$ cat config.mk
export PLATFORM = sky130hd
export DESIGN_NAME = uart_tx_buffered
export DESIGN_NICKNAME = d
export VERILOG_FILES = /design/src/rtl/uart_pkg.sv /design/src/rtl/uart_tx_buffered_sync_fifo.sv /design/src/rtl/uart_tx_buffered.sv
export SDC_FILE = /design/constraint.sdc
export NUM_CORES = 1
export LEC_CHECK = 0
export BUFFER_PORTS_ARGS = -buffer_cell sky130_fd_sc_hd__buf_2
export CAP_MARGIN = 20
export CORE_ASPECT_RATIO = 0.8
export CORE_MARGIN = 4
export CORE_UTILIZATION = 60
export DETAILED_ROUTE_END_ITERATION = 12
export GPL_TIMING_DRIVEN = 0
export PLACE_DENSITY = 0.77
export SYNTH_ARGS = -nofsm -noshare
export SYNTH_HDL_FRONTEND = slang
export SYNTH_HIERARCHICAL = 1
export SYNTH_SLANG_ARGS = --single-unit
$ cat constraint.sdc
create_clock -name clk -period 7.2 [get_ports clk]
set_input_delay 2.16 -clock clk [delete_from_list [all_inputs] [get_ports clk]]
set_output_delay 2.16 -clock clk [all_outputs]
set_load 0.05 [all_outputs]
$ cat src/rtl/uart_pkg.sv
// ---------------------------------------------------------------------------
// uart_pkg
// Shared types and constants for the buffered UART transmitter.
//   tx_state_t      : serializer FSM state encoding
//   UART_DATA_BITS  : data bits per frame
//   FRAME_BITS_8N1  : bit-times per frame without parity
//   FRAME_BITS_8E1  : bit-times per frame with even parity
// Optional feature macro: UART_TX_PARITY_EN (adds the PARITY state).
// ---------------------------------------------------------------------------
package uart_pkg;

    localparam int UART_DATA_BITS = 8;
    localparam int FRAME_BITS_8N1 = 10;   // start + 8 data + stop
    localparam int FRAME_BITS_8E1 = 11;   // start + 8 data + parity + stop

    typedef enum logic [2:0] {
        ST_IDLE   = 3'd0,
        ST_START  = 3'd1,
        ST_DATA   = 3'd2,
        ST_STOP   = 3'd3
`ifdef UART_TX_PARITY_EN
        ,
        ST_PARITY = 3'd4
`endif
    } tx_state_t;

endpackage

$ cat src/rtl/uart_tx_buffered_sync_fifo.sv
// ---------------------------------------------------------------------------
// sync_fifo
// Single-clock FIFO with wrap-bit pointers. The head entry is presented
// combinationally on dout from the registered read pointer.
//   clk, reset : clock, synchronous active-high reset (empties the FIFO)
//   push, din  : write request/data (ignored while full)
//   pop        : read request (ignored while empty)
//   dout       : head entry
//   full/empty : status decoded from registered pointers
//   level      : occupancy 0..DEPTH
// ---------------------------------------------------------------------------
module sync_fifo #(
    parameter int WIDTH = 8,
    parameter int DEPTH = 16
) (
    input  logic                     clk,
    input  logic                     reset,
    input  logic                     push,
    input  logic                     pop,
    input  logic [WIDTH-1:0]         din,
    output logic [WIDTH-1:0]         dout,
    output logic                     full,
    output logic                     empty,
    output logic [$clog2(DEPTH):0]   level
);

    localparam int AW = $clog2(DEPTH);

    logic [WIDTH-1:0] r_mem [DEPTH];
    logic [AW:0]      r_wptr;
    logic [AW:0]      r_rptr;
    logic             w_do_push;
    logic             w_do_pop;

    // Pointers carry one extra bit so full and empty differ only in the MSB.
    assign empty     = (r_wptr == r_rptr);
    assign full      = (r_wptr[AW] != r_rptr[AW]) &&
                       (r_wptr[AW-1:0] == r_rptr[AW-1:0]);
    assign level     = r_wptr - r_rptr;
    assign dout      = r_mem[r_rptr[AW-1:0]];

    // Fullness is judged on the registered pointers, so a pop on the same
    // edge never makes room for a write that arrived while full.
    assign w_do_push = push && !full;
    assign w_do_pop  = pop && !empty;

    always_ff @(posedge clk) begin
        if (reset) begin
            r_wptr <= '0;
            r_rptr <= '0;
        end else begin
            if (w_do_push) r_wptr <= r_wptr + 1'b1;
            if (w_do_pop)  r_rptr <= r_rptr + 1'b1;
        end
    end

    // Storage has no reset; validity is tracked entirely by the pointers.
    always_ff @(posedge clk) begin
        if (!reset && w_do_push) begin
            r_mem[r_wptr[AW-1:0]] <= din;
        end
    end

endmodule

$ cat src/rtl/uart_tx_buffered.sv
// ---------------------------------------------------------------------------
// uart_tx_buffered
// FIFO-buffered UART transmitter. Bus byte writes are queued in sync_fifo and
// a serializer drains them as 8N1 frames (8E1 when UART_TX_PARITY_EN is
// defined), back to back with no idle gap while data remains.
//   clk, reset        : clock, synchronous active-high reset
//   wr_valid, wr_data : byte write request; accepted when wr_ready is high
//   wr_ready          : FIFO not full
//   level             : FIFO occupancy 0..FIFO_DEPTH
//   busy              : FIFO non-empty or frame in progress
//   overflow, ovf_clr : sticky dropped-write flag and its clear (set wins)
//   uart_tx           : registered serial output, idles high
// Optional feature macro: UART_TX_PARITY_EN.
// ---------------------------------------------------------------------------
module uart_tx_buffered
    import uart_pkg::*;
#(
    parameter int CLK_MHZ    = 12,
    parameter int BAUD       = 115200,
    parameter int FIFO_DEPTH = 16
) (
    input  logic                          clk,
    input  logic                          reset,
    input  logic                          wr_valid,
    input  logic [7:0]                    wr_data,
    output logic                          wr_ready,
    output logic [$clog2(FIFO_DEPTH):0]   level,
    output logic                          busy,
    output logic                          overflow,
    input  logic                          ovf_clr,
    output logic                          uart_tx
);

    localparam int CLKS_PER_BIT = CLK_MHZ * 1000000 / BAUD;
    localparam int CW           = (CLKS_PER_BIT > 1) ? $clog2(CLKS_PER_BIT) : 1;
    localparam logic [CW-1:0] BAUD_LAST = CW'(CLKS_PER_BIT - 1);
    localparam logic [2:0]    BIT_LAST  = 3'(UART_DATA_BITS - 1);

    tx_state_t   r_state;
    logic [CW-1:0] r_baud_cnt;
    logic [2:0]  r_bit_idx;
    logic [7:0]  r_shift;
    logic        r_tx;
    logic        r_overflow;
`ifdef UART_TX_PARITY_EN
    logic        r_parity;
`endif

    logic        w_full;
    logic        w_empty;
    logic [7:0]  w_head;
    logic        w_push;
    logic        w_pop;
    logic        w_bit_done;

    assign w_push     = wr_valid && !w_full;
    assign w_bit_done = (r_baud_cnt == BAUD_LAST);

    // Pop either from IDLE or on the last STOP cycle, the latter chaining the
    // next start bit directly onto the stop bit.
    assign w_pop = !w_empty &&
                   ((r_state == ST_IDLE) || ((r_state == ST_STOP) && w_bit_done));

    sync_fifo #(
        .WIDTH (8),
        .DEPTH (FIFO_DEPTH)
    ) u_fifo (
        .clk   (clk),
        .reset (reset),
        .push  (w_push),
        .pop   (w_pop),
        .din   (wr_data),
        .dout  (w_head),
        .full  (w_full),
        .empty (w_empty),
        .level (level)
    );

    always_ff @(posedge clk) begin
        if (reset) begin
            r_state    <= ST_IDLE;
            r_baud_cnt <= '0;
            r_bit_idx  <= '0;
            r_shift    <= '0;
            r_tx       <= 1'b1;
`ifdef UART_TX_PARITY_EN
            r_parity   <= 1'b0;
`endif
        end else begin
            case (r_state)
                ST_IDLE: begin
                    r_baud_cnt <= '0;
                    if (w_pop) begin
                        r_shift  <= w_head;
`ifdef UART_TX_PARITY_EN
                        r_parity <= ^w_head;
`endif
                        r_tx     <= 1'b0;
                        r_state  <= ST_START;
                    end
                end
                ST_START: begin
                    if (w_bit_done) begin
                        r_baud_cnt <= '0;
                        r_bit_idx  <= '0;
                        r_tx       <= r_shift[0];
                        r_state    <= ST_DATA;
                    end else begin
                        r_baud_cnt <= r_baud_cnt + 1'b1;
                    end
                end
                ST_DATA: begin
                    if (w_bit_done) begin
                        r_baud_cnt <= '0;
                        if (r_bit_idx == BIT_LAST) begin
`ifdef UART_TX_PARITY_EN
                            r_tx    <= r_parity;
                            r_state <= ST_PARITY;
`else
                            r_tx    <= 1'b1;
                            r_state <= ST_STOP;
`endif
                        end else begin
                            // Next bit is shift[1] since the shift lands this edge.
                            r_bit_idx <= r_bit_idx + 3'd1;
                            r_shift   <= r_shift >> 1;
                            r_tx      <= r_shift[1];
                        end
                    end else begin
                        r_baud_cnt <= r_baud_cnt + 1'b1;
                    end
                end
`ifdef UART_TX_PARITY_EN
                ST_PARITY: begin
                    if (w_bit_done) begin
                        r_baud_cnt <= '0;
                        r_tx       <= 1'b1;
                        r_state    <= ST_STOP;
                    end else begin
                        r_baud_cnt <= r_baud_cnt + 1'b1;
                    end
                end
`endif
                ST_STOP: begin
                    if (w_bit_done) begin
                        r_baud_cnt <= '0;
                        if (w_pop) begin
                            r_shift  <= w_head;
`ifdef UART_TX_PARITY_EN
                            r_parity <= ^w_head;
`endif
                            r_tx     <= 1'b0;
                            r_state  <= ST_START;
                        end else begin
                            r_state  <= ST_IDLE;
                        end
                    end else begin
                        r_baud_cnt <= r_baud_cnt + 1'b1;
                    end
                end
                default: begin
                    r_baud_cnt <= '0;
                    r_tx       <= 1'b1;
                    r_state    <= ST_IDLE;
                end
            endcase
        end
    end

    // A write refused because the FIFO was full sets the flag even if a
    // clear arrives on the same edge.
    always_ff @(posedge clk) begin
        if (reset) begin
            r_overflow <= 1'b0;
        end else if (wr_valid && w_full) begin
            r_overflow <= 1'b1;
        end else if (ovf_clr) begin
            r_overflow <= 1'b0;
        end
    end

    assign wr_ready = !w_full;
    assign busy     = (r_state != ST_IDLE) || !w_empty;
    assign overflow = r_overflow;
    assign uart_tx  = r_tx;

endmodule

==> results_dict.tcl <==
set metrics [dict create \
    outcome "completed" \
    period_utilisation_layout 0.647 \
    worstHoldPathType "reg2reg" \
    drive_above_1_share 0.205 \
    wl_per_cell_um 21.2 \
    grt-ovfl-total 0 \
    dr_total_vias 3795 \
    cts_tree "yes" \
    syn_avg_cell_area_um2 15.9 \
    drv.max_cap_violation_count 0 \
    number_of_antenna_violations_at_the_first_check_in_global_routing 0 \
    met3_wirelength_um 1030 \
    p_seq_frac 0.424 \
    achievable-frequency_mhz 215 \
    ys_ff_latch 164 \
    worst_ep_required_time_ps 5040 \
    synth.yosys.seq_area_share 0.668 \
    stdcell_count 626 \
    relSlewSlack 0.388 \
    async_reset_ff_frac 0 \
    cts_hold_buf 0 \
    ir_worst_vdd_mv 0.226 \
    i_o_pins 21 \
    worstSetupPathType "reg2out" \
    placementRows 34 \
    first_global_vias 3837 \
    final_max_slew_viol_count 0 \
    report.final.setup_viol 0 \
    final_net_count 499 \
    p_switching_uw 719 \
    core_um2 11000 \
    critical_path_arrival_ps 2500 \
    cts_repair_resize_count 0 \
    layout_commonest_cell "edfxtp_1" \
    synthDominantAreaCellType "edfxtp_1" \
    gpl.final_weighted_congestion 0.804 \
    hold_viol_final 0 \
    synth.distinct_cells 52 \
    mostFrequentLayoutCells "edfxtp_1 (128), nor2_1 (40), dfxtp_1 (36)" \
    worst_clock_skew_ps 7.03 \
    crit-reg2reg-launch "u_fifo/r_wptr[3]" \
    drcViolationCount 0 \
    syn-num-nets 460 \
    setup-tns-final_ps 0 \
    total_cts_buffers 17 \
    synth-edff-count 128 \
    cell_area_after_technology_mapping_um2 6840 \
    drt-vias-per-instance 6.06 \
    crit_path_start_kind "flop" \
    grt_setup_unrepaired "false" \
    maxUsedRoutingLayer "met4" \
    die-area_um2 13200 \
    synth_cells 430 \
    switching_share 0.280 \
    detailedRoute.firstPassIterationCount 4 \
    hp-start "r_baud_cnt[0]" \
    min_cycle_time_layout_ps 4660 \
    total_leakage_power_nw 2.60 \
    timing.critical_path.fanout_max 8 \
    insertedDiodeCount 0 \
    antenna_left 0 \
    place_hpwl_um 9100 \
    synth.top_cell.area_share 0.562 \
    worstMarginPinSlew_ps 915 \
    clk_pin_slew_ps 60 \
    critPathMostFrequentCell "inv_1" \
    routed_wl_um 13300 \
    cts_max_level 4 \
    synth-main-ff-cell "edfxtp_1" \
    power_per_cell_area_nw_per_um2 332 \
    clock_power_share 0.349 \
    endpoint_kind "output pin" \
    cts_num_sinks 164 \
    clockRootBuffer "clkbuf_16" \
    io_buffer_count 20 \
    startpoint "u_fifo/r_wptr[0]" \
    p_comb_frac 0.227 \
    clockBufferDepth 2 \
    wl_met2_um 6450 \
    timing.critical_path.buf_inv 3 \
    dp.cells 594 \
    cell_internal_power_mw 1.85 \
    highest_cell_delay_on_the_worst_timing_path_ps 380 \
    grt_pass1_wl_um 21300 \
    number_of_post_cts_setup_repair_buffers 0 \
    critical_path.slowest_cell "dfxtp_1" \
    gr-usage-all-layers 0.220 \
    maximum_number_of_pins_on_one_net_before_global_route_repair 17 \
    drt_iter0_drc 369 \
    synth.yosys.warnings 6 \
    worstPathCellList "inv_1 -> ha_1 -> nand4_1 -> nor2_1 -> and2_1 -> inv_1 -> buf_2" \
    vert_die_dim_um 103 \
    synthToLayoutAreaGrowth_pct 13.1 \
    clock_latency_on_the_worst_skew_pair_ps 410 \
    initial_core_util 0.620 \
    yosys-top-cells-area "edfxtp_1 (56%), dfxtp_1 (11%), mux4_2 (11%)" \
    critical_path.top_delay_family "simple AND/OR/NAND/NOR gates" \
    chipWidth_um 127 \
    wl_met1_um 5600 \
]
## power groups by stage
| stage | logic [mW] | clock network, mW | registers [mW] |
|---|---|---|---|
| global route | 0.635 | 0.953 | 1.09 |
| finish | 0.583 | 0.895 | 1.09 |
| CTS | 0.586 | 0.908 | 1.09 |
| detailed placement | 0.583 | 0 | 1.11 |
| global placement | 0.569 | 0 | 1.10 |
| floorplan | 0.453 | 0 | 1.11 |
## state kept, by name, summed over array words and instances, names as in the netlist, named ones only
register / flops
r_shift: 8
r_state: 2
uart_tx: 1
u_fifo/r_mem: 128
u_fifo/r_wptr: 5
r_bit_idx: 3
r_baud_cnt: 7
u_fifo/r_rptr: 5
overflow: 1
## cells in the mapped netlist (8+ instances only)
master    instances
dfxtp_1          36
mux4_2           32
nand2_1          18
edfxtp_1        128
inv_1            16
xnor2_1           8
ha_1             17
mux2i_1           9
a22oi_1          16
nor2_1           40
a21oi_1          11
## routing by layer
metal  global-route usage  up-vias
li1                     -     1756
met1                0.318     1915
met2                0.339      110
met3               0.0503       14
met4               0.0725        0
met5                    0        -
## worst register-to-register path: cells and delay by family (launching register included)
family / cells / cell delay [ps]
and+or+nand+nor: 6 / 2090
DFF: 1 / 510
adders and majority gates: 1 / 330
buffers and inverters: 1 / 120
## final timing paths
check | to | slack (ps) | depth (start not counted)
worst min-delay path | r_baud_cnt[0] | 450 | 1
worst max-delay path | busy | 2540 | 7
worst min register to register | r_baud_cnt[0] | 450 | 1
worst max register to register | u_fifo/r_mem[0][5] | 3790 | 8
## stage by stage
stage	hold slack [ps]	total power, mW	utilization	cell area (um^2)	setup WS [ps]
6_report	452	2.57	0.702	7730	2540
2_1_floorplan	418	1.56	-	6840	3150
3_5_place_dp	443	1.69	0.646	7120	3010
3_3_place_gp	429	1.67	0.646	7120	3070
5_1_grt	471	2.68	0.702	7730	2380
4_1_cts	452	2.58	0.702	7730	2570
## cell families after synthesis
group | Yosys count | share of synthesized area
AO/OA/AOI/OAI | 59 | 0.0644
AND/OR/NAND/NOR | 100 | 0.0719
adder cells (fa/ha/maj) | 18 | 0.0340
flip-flops | 164 | 0.668
buffers and inverters | 32 | 0.0218
multiplexers | 41 | 0.119
XOR/XNOR | 16 | 0.0216
## final cells by class
cell class                 instances  area [um^2]
sequential                       164         4560
fill                             723         3290
multi-input combinational        234         2120
clock buffer                      25          558
tap                              144          180
timing repair buffer              20          100
buffer                            16         88.8
inverter                          16         60.1
clock inverter                     7         55.1
Note: power is estimated with default switching activity, not from simulation.
